### src/rtl/fetch_queue_if.sv
// fetch_queue_if: handshake bundle between the fetch stage, the fetch queue
// and decode.
//   fetch side : in_valid, in_pc, in_instr -> queue ; stall <- queue
//   control    : flush (taken jump/branch) -> queue
//   decode side: out_valid, out_pc, out_instr <- queue ; out_ready -> queue
//   status     : count (occupancy) <- queue
// Modports:
//   slave  - the queue itself
//   master - whoever drives fetch/decode/flush (pipeline glue or testbench)
interface fetch_queue_if #(
    parameter int DEPTH   = 4,
    parameter int PC_W    = 32,
    parameter int INSTR_W = 32
);
    localparam int CNT_W = $clog2(DEPTH + 1);

    logic               in_valid;
    logic [PC_W-1:0]    in_pc;
    logic [INSTR_W-1:0] in_instr;
    logic               stall;
    logic               flush;
    logic               out_valid;
    logic [PC_W-1:0]    out_pc;
    logic [INSTR_W-1:0] out_instr;
    logic               out_ready;
    logic [CNT_W-1:0]   count;

    modport master (
        output in_valid, in_pc, in_instr, flush, out_ready,
        input  stall, out_valid, out_pc, out_instr, count
    );

    modport slave (
        input  in_valid, in_pc, in_instr, flush, out_ready,
        output stall, out_valid, out_pc, out_instr, count
    );
endinterface

### src/rtl/fetch_queue.sv
// fetch_queue: circular FIFO of {pc, instruction} pairs decoupling
// instruction fetch from decode.
// Ports:
//   clk  - rising-edge clock
//   rst  - synchronous active-high reset (priority over flush)
//   bus  - fetch_queue_if.slave: in_valid/in_pc/in_instr/stall on the fetch
//          side, out_valid/out_pc/out_instr/out_ready on the decode side,
//          flush to discard wrong-path entries, count = occupancy.
// Build option:
//   FETCH_QUEUE_BYPASS_EN - when defined, an incoming pair is presented to
//   decode combinationally while the queue is empty and is not stored if
//   decode takes it in the same cycle. Undefined: 1-cycle latency and no
//   input-to-output path.
module fetch_queue #(
    parameter int DEPTH   = 4,
    parameter int PC_W    = 32,
    parameter int INSTR_W = 32
) (
    input  logic           clk,
    input  logic           rst,
    fetch_queue_if.slave   bus
);
    localparam int PTR_W   = $clog2(DEPTH);
    localparam int CNT_W   = $clog2(DEPTH + 1);
    localparam int ENTRY_W = PC_W + INSTR_W;

    logic [ENTRY_W-1:0] mem [DEPTH];
    logic [PTR_W-1:0]   wr_ptr;
    logic [PTR_W-1:0]   rd_ptr;
    logic [CNT_W-1:0]   cnt;

    logic               full;
    logic               has_entry;
    logic               push;
    logic               pop;
    logic [ENTRY_W-1:0] head;

    // Full/empty come from the occupancy counter only; pointers are equal in
    // both cases.
    assign full      = (cnt == CNT_W'(DEPTH));
    assign has_entry = (cnt != '0);
    assign head      = mem[rd_ptr];

    // A full queue refuses the push even if decode pops in the same cycle,
    // so stall never depends on out_ready.
    assign pop       = has_entry && bus.out_ready && !bus.flush;

`ifdef FETCH_QUEUE_BYPASS_EN
    logic bypass;
    logic bypass_take;

    // rst is included so outputs stay at their reset values during reset.
    assign bypass      = !has_entry && bus.in_valid && !bus.flush && !rst;
    // Consumed straight through: never written, count stays 0.
    assign bypass_take = bypass && bus.out_ready;
    assign push        = bus.in_valid && !full && !bus.flush && !bypass_take;

    assign bus.out_valid = has_entry || bypass;

    always_comb begin
        bus.out_pc    = '0;
        bus.out_instr = '0;
        if (has_entry) begin
            bus.out_pc    = head[ENTRY_W-1:INSTR_W];
            bus.out_instr = head[INSTR_W-1:0];
        end else if (bypass) begin
            bus.out_pc    = bus.in_pc;
            bus.out_instr = bus.in_instr;
        end
    end
`else
    assign push          = bus.in_valid && !full && !bus.flush;
    assign bus.out_valid = has_entry;
    assign bus.out_pc    = has_entry ? head[ENTRY_W-1:INSTR_W] : '0;
    assign bus.out_instr = has_entry ? head[INSTR_W-1:0] : '0;
`endif

    assign bus.stall = full;
    assign bus.count = cnt;

    always_ff @(posedge clk) begin
        if (rst || bus.flush) begin
            // Array contents are left as-is; count alone defines validity.
            wr_ptr <= '0;
            rd_ptr <= '0;
            cnt    <= '0;
        end else begin
            if (push) wr_ptr <= wr_ptr + PTR_W'(1);
            if (pop)  rd_ptr <= rd_ptr + PTR_W'(1);
            case ({push, pop})
                2'b10:   cnt <= cnt + CNT_W'(1);
                2'b01:   cnt <= cnt - CNT_W'(1);
                default: cnt <= cnt;
            endcase
        end
    end

    always_ff @(posedge clk) begin
        if (push) mem[wr_ptr] <= {bus.in_pc, bus.in_instr};
    end
endmodule

### src/flat_wrapper.sv
// flat-port wrapper written by rule: the top's interface ports become plain ports
module fetch_queue_flat 
#(
    parameter int DEPTH   = 4,
    parameter int PC_W    = 32,
    parameter int INSTR_W = 32
)
  (clk, rst, bus_in_valid, bus_in_pc, bus_in_instr, bus_flush, bus_out_ready, bus_stall, bus_out_valid, bus_out_pc, bus_out_instr, bus_count);
  fetch_queue_if #(.DEPTH(DEPTH), .PC_W(PC_W), .INSTR_W(INSTR_W)) bus_i ();
  input  logic clk;
  input  logic rst;
  input wire logic [$bits(bus_i.in_valid)-1:0] bus_in_valid;
  input wire logic [$bits(bus_i.in_pc)-1:0] bus_in_pc;
  input wire logic [$bits(bus_i.in_instr)-1:0] bus_in_instr;
  input wire logic [$bits(bus_i.flush)-1:0] bus_flush;
  input wire logic [$bits(bus_i.out_ready)-1:0] bus_out_ready;
  output wire logic [$bits(bus_i.stall)-1:0] bus_stall;
  output wire logic [$bits(bus_i.out_valid)-1:0] bus_out_valid;
  output wire logic [$bits(bus_i.out_pc)-1:0] bus_out_pc;
  output wire logic [$bits(bus_i.out_instr)-1:0] bus_out_instr;
  output wire logic [$bits(bus_i.count)-1:0] bus_count;
  assign bus_i.in_valid = bus_in_valid;
  assign bus_i.in_pc = bus_in_pc;
  assign bus_i.in_instr = bus_in_instr;
  assign bus_i.flush = bus_flush;
  assign bus_i.out_ready = bus_out_ready;
  assign bus_stall = bus_i.stall;
  assign bus_out_valid = bus_i.out_valid;
  assign bus_out_pc = bus_i.out_pc;
  assign bus_out_instr = bus_i.out_instr;
  assign bus_count = bus_i.count;
  fetch_queue #(.DEPTH(DEPTH), .PC_W(PC_W), .INSTR_W(INSTR_W)) u_core (.clk(clk), .rst(rst), .bus(bus_i));
endmodule
### config.mk
export PLATFORM = sky130hd
export DESIGN_NAME = fetch_queue_flat
export DESIGN_NICKNAME = d
export VERILOG_FILES = /design/src/rtl/fetch_queue_if.sv /design/src/rtl/fetch_queue.sv /design/src/flat_wrapper.sv
export SDC_FILE = /design/constraint.sdc
export NUM_CORES = 1
export LEC_CHECK = 0
export ABC_CLOCK_PERIOD_IN_PS = 3220
export BUFFER_PORTS_ARGS = -buffer_cell sky130_fd_sc_hd__clkbuf_2
export CELL_PAD_IN_SITES_DETAIL_PLACEMENT = 1
export CELL_PAD_IN_SITES_GLOBAL_PLACEMENT = 1
export CORE_MARGIN = 4
export CORE_UTILIZATION = 50
export DETAILED_ROUTE_END_ITERATION = 8
export PLACE_DENSITY_LB_ADDON = 0.1
export SYNTH_ARGS = -nofsm -noshare
export SYNTH_HDL_FRONTEND = slang
export SYNTH_SLANG_ARGS = --single-unit
### constraint.sdc
create_clock -name clk -period 3.22 [get_ports clk]
set_input_delay 0.644 -clock clk [delete_from_list [all_inputs] [get_ports clk]]
set_output_delay 0.644 -clock clk [all_outputs]
set_load 0.01 [all_outputs]
### After elaboration in Yosys (flattened, before gate mapping)

Memory sizes are Yosys's and may differ from the RTL's. A register that Yosys moved wholly into a read port is not among the register bits.
Index checks and enable logic that the tools add are counted.

* register bits after elaboration: 7
* memory bits (writable): 256
* logic and storage cells: 27
* memories kept: 1

* add/subtract/negate cells: 4
* equality and inequality tests: 3
* muxes and demuxes: 7
* reductions and logical operators: 9

Memory list
* u_core.mem: words 4, bits a word 64, read ports 1, clocked after Yosys merged registers in 1, wr ports 1, line fetch_queue.sv:27 `logic [ENTRY_W-1:0] mem [DEPTH];`

Operator list (number)
* $mux W32: 2
* $pmux W3 S2: 1
* $add A2 B1 Y2 const B: 2
* $logic_and A1 B1 Y1: 4
* $mux W2: 2
* $add A3 B1 Y3 const B: 1
* $eq A3 B3 Y1 const B: 1
* $reduce_bool A3 Y1: 1
* $sub A3 B1 Y3 const B: 1
* $eq A2 B1 Y1 const B: 1
* $eq A2 B2 Y1 const B: 1
* $logic_not A1 Y1: 2
* $mux W1: 2
* $reduce_bool A2 Y1: 1
* $logic_or A1 B1 Y1: 1

### Logic depth before layout (Yosys ltp)

* depth in word-level cells: 6
* depth in mapped cells: 10

### Worst setup path after synthesis

Ideal clock, no wire load.

* kind: input to register
* from: input bus_in_valid
* to: memory u_core.mem[0][0] in the netlist's numbering (enable)
* data arrival time: 2.556 ns
* data required time: 2.791 ns
* path slack: 0.235 ns
* stages on the path: 2
* buffers on the path: 0
* cells stage by stage: nor2b_1 and3_1

* word-level cells in the longest chain between the ends: 4

RTL lines
* start, declared: line flat_wrapper.sv:12 `input wire logic [$bits(bus_i.in_valid)-1:0] bus_in_valid;`
* $logic_and A1 B1 Y1 (2 in series): line fetch_queue.sv:72 `assign push = bus.in_valid && !full && !bus.flush;`
* $mux W1: line fetch_queue.sv:99 `if (push) mem[wr_ptr] <= {bus.in_pc, bus.in_instr};`
* $mux W1 (not written as such): line fetch_queue.sv:99
* end, declared: line fetch_queue.sv:27

Every way passes these cells.

==> key figures <==
Status
  • Status: finished, final reports clean

Synthesis
  • Dominant synthesized flop cell: edfxtp_1
  • Post-synth EDFFs: roughly 260
  • Post-synth top area share: approximately three quarters
  • Seq/Total Area, Yosys: about three quarters
  • Synthesized flop and latch total: about 270
  • Syn Inst Count: 461
  • Post-Syn Nets: ~540
  • Post-synth cell types: 31
  • Async S/R FF share, synth: 0%
  • Most instantiated cells after synthesis: edfxtp_1 (256), and2_1 (64), mux4_2 (60)
  • Synth area leaders: edfxtp_1 (75%), mux4_2 (13%), and2_1 (3.9%)
  • Cell taking the most area after synthesis: edfxtp_1
  • Warnings from Yosys: 0
  • Avg Cell Area, Syn: 22.2 um^2
  • Post-synth design cell area: 10200 um^2
  • Most common cell in the netlist: edfxtp_1

Cells and area
  • Fill count: ~1800
  • Final Instance Area: between 10000 and 15000 um^2
  • Ratio of cells with drive above 1 in the final layout: between 40% and 50%
  • Area of the multi-input gates: between 2000 and 2500 um^2
  • Final Util: between 60% and 70%
  • Area growth syn-to-layout: 18.5%
  • Register area: 7880 um^2
  • Nets@finish: ~700

STA
  • Hold_ws: 0.333 ns
  • Fin crit period: between 2 and 3 ns
  • Period utilisation layout: between 90% and 100%
  • Final Hold Fails: 0
  • RSZ-0062 raised after global routing: false
  • Skew final: between 0.015 and 0.02 ns
  • Measured slew at the worst slew-check pin: around 0.5 ns
  • PnR worst setup slack: around 0.25 ns
  • Max-slew violations: 0
  • Final number of setup-violating endpoints: 0
  • Max Freq: about 340 MHz
  • Slew headroom: ~67%
  • Setup TNS after final layout: 0 ns

Worst setup path
  • R2R depth: 9
  • Setup crit start kind: register
  • Setup crit end kind: output port
  • Critical-path cell list: buf_12 -> mux4_1 -> and2_1 -> clkbuf_2
  • Setup Crit Path Kind: register to output port
  • Worst path max stage delay: 0.62 ns
  • Critical R2R Capture: u_core.bus.count[2]
  • Worst-path maximum fanout: 25
  • Critical Path RT: between 2 and 3 ns
  • Reg-to-reg slack, setup: approximately 0.66 ns
  • Worst path slowest cell: dfxtp_4
  • FF-to-FF Start: u_core.bus.count[0]
  • WP data arrival: approximately 2.3 ns

Placed design
  • Placed Instance Area: about 11000 um^2
  • I/O Buffers: roughly 140
  • GP Congestion: approximately 0.74
  • Pre-CTS WS: ~0.6 ns
  • Final HPWL DP: between 10 and 15 mm

Clocking
  • Hold-fix buffer count after cts: 0
  • Clk slew on worst S/H paths: roughly 0.060 ns
  • CTS tree: yes
  • CTS max path bufs: 3
  • Root Buffer Master: clkbuf_16
  • H-Tree Depth: 1
  • Post-CTS Repair Setup Buffers: 0
  • CTS-repair resized insts: 0
  • CTS Buf Count: 27
  • Clock Sink Count: about 270
  • Clock latency on the worst-skew pair: 0.53 ns

Routing
  • DRT Wirelength: between 20 and 25 mm
  • DRC: 0
  • Vias per Instance: about 5.4
  • Router iterations before antenna repair: 4
  • DR WL/cell: 22.2 um
  • Initial DRC count: 310
  • Via count: a little under 5000
  • Routed Antenna Nets: 0

Power and ir drop
  • Seq pwr share: a little under three fifths
  • LEAKAGE: around 4.2 nW
  • Switch share: ~19%
  • Internal power: 5.63 mW
  • Maximum VDD drop: 0.368 mV
  • Total power divided by cell area: 576 nW/um^2
  • Clock share of power: between 40% and 50%
  • Combinational power share: approximately 3.7%
  • Psw: between 1 and 1.5 mW

Global routing
  • Largest net degree at the start of global routing: 47
  • Vias in the first global route: around 5400
  • Global route total overflow: 0
  • Total track usage: 18.5%
  • Global-route wire length before repair: about 32 mm
  • Initial antenna violation count: 1

Hold path
  • WHS Path Cells: 1
  • Hold WC Path Type: input pin to register
  • Worst hold start: bus_in_pc[10]
  • Hold path endpoint: u_core.mem[3][42]

Floorplanning
  • Initial Util: about half
  • Io pins: approximately 140
  • Core area: around 20000 um^2
  • Num rows: 52
  • Die area: around 23000 um^2
  • Die height: between 150 and 200 um
  • Chip width: 151 um

Flow run
  • Max-cap check violation count: 0
[cell usage in the layout, fill, tap and decap left out]
| cell | count |
|---|---|
| o31ai_1 | 1 |
| mux4_2 | 60 |
| nand3_1 | 1 |
| bufinv_16 | 2 |
| mux4_1 | 4 |
| clkbuf_1 | 2 |
| clkinv_2 | 7 |
| nand4_1 | 1 |
| edfxtp_1 | 256 |
| or3b_1 | 1 |
| inv_1 | 7 |
| fa_1 | 1 |
| clkbuf_16 | 27 |
| ha_1 | 5 |
| xor2_1 | 4 |
| inv_6 | 1 |
| a21oi_1 | 3 |
| dfxtp_1 | 7 |
| nor2_1 | 8 |
| buf_4 | 8 |
| nor2b_1 | 1 |
| and3_4 | 4 |
| or2_2 | 1 |
| o31ai_2 | 1 |
| clkinv_1 | 8 |
| diode_2 | 1 |
| buf_12 | 8 |
| a21o_2 | 1 |
| o21ai_0 | 1 |
| o311ai_0 | 1 |
| clkbuf_2 | 137 |
| dfxtp_4 | 2 |
| and2_4 | 1 |
| and2_1 | 64 |
| or3_2 | 2 |
[cell families after synthesis]
family,synth area share (%)
fa+ha+maj,0.807
xor+xnor,0.342
flops,76.8
mux,14.2
compound gates,0.562
buf+inv,2.22
simple gates,5.00
[power by group through the flow]
stage,Combinational [mW],Clock (mW),Sequential (mW)
final,0.256,2.88,3.85
after global routing,0.284,3.14,3.85
after CTS,0.263,2.97,3.85
after detailed placement,0.261,0,3.92
after global placement,0.251,0,3.91
after floorplan,0.123,0,3.92
[how the worst max path moves through the flow]
stage                            start                  end  slack [ns]  cells past startpoint
after CTS                     register       bus_out_pc[20]        0.16                      4
after floorplan           bus_in_valid     u_core.mem[0][0]        0.23                      2
after global routing          register       bus_out_pc[20]        0.05                      4
after global placement        register       bus_out_pc[20]        0.73                      4
final                         register       bus_out_pc[20]        0.25                      4
after detailed placement     bus_flush  u_core.bus.count[2]        0.61                     10
[cell type report]
type	instances	area share, %
diodes	1	0.0206
flip-flops and latches	265	64.9
well taps	270	2.79
clock inverters	18	1.10
clock buffers	29	5.63
inverters	7	0.217
multi-input cells	166	17.8
repair buffers	153	7.47
[worst max-delay path, delay by kind of cell (launching register included)]
family | cells | cell delay, ns
DFF | 1 | 0.62
and+or+nand+nor | 1 | 0.19
buffers and inverters | 2 | 0.42
muxes | 1 | 0.58
[through the flow]
step	power, mW	instances
after floorplan	4.04	461
after global placement	4.16	861
after detailed placement	4.18	861
after CTS	7.08	908
after global routing	7.27	908
final	6.99	909
[flip-flops by register name, indices dropped and copies added (netlist names), named ones only]
register / flops
u_core.wr_ptr: 2
u_core.bus.count: 3
u_core.mem: 256
u_core.rd_ptr: 2
[metal layers]
layer  vias to the layer above  track usage [%]  share of wire [%]
li1                       2191                -                  -
met1                      2565             24.7                 41
met2                       120             31.7                 51
met3                        22             3.98                6.0
met4                         2             4.03                1.3
met5                         -                0              0.054
Note: power is estimated with default switching activity, not from simulation.
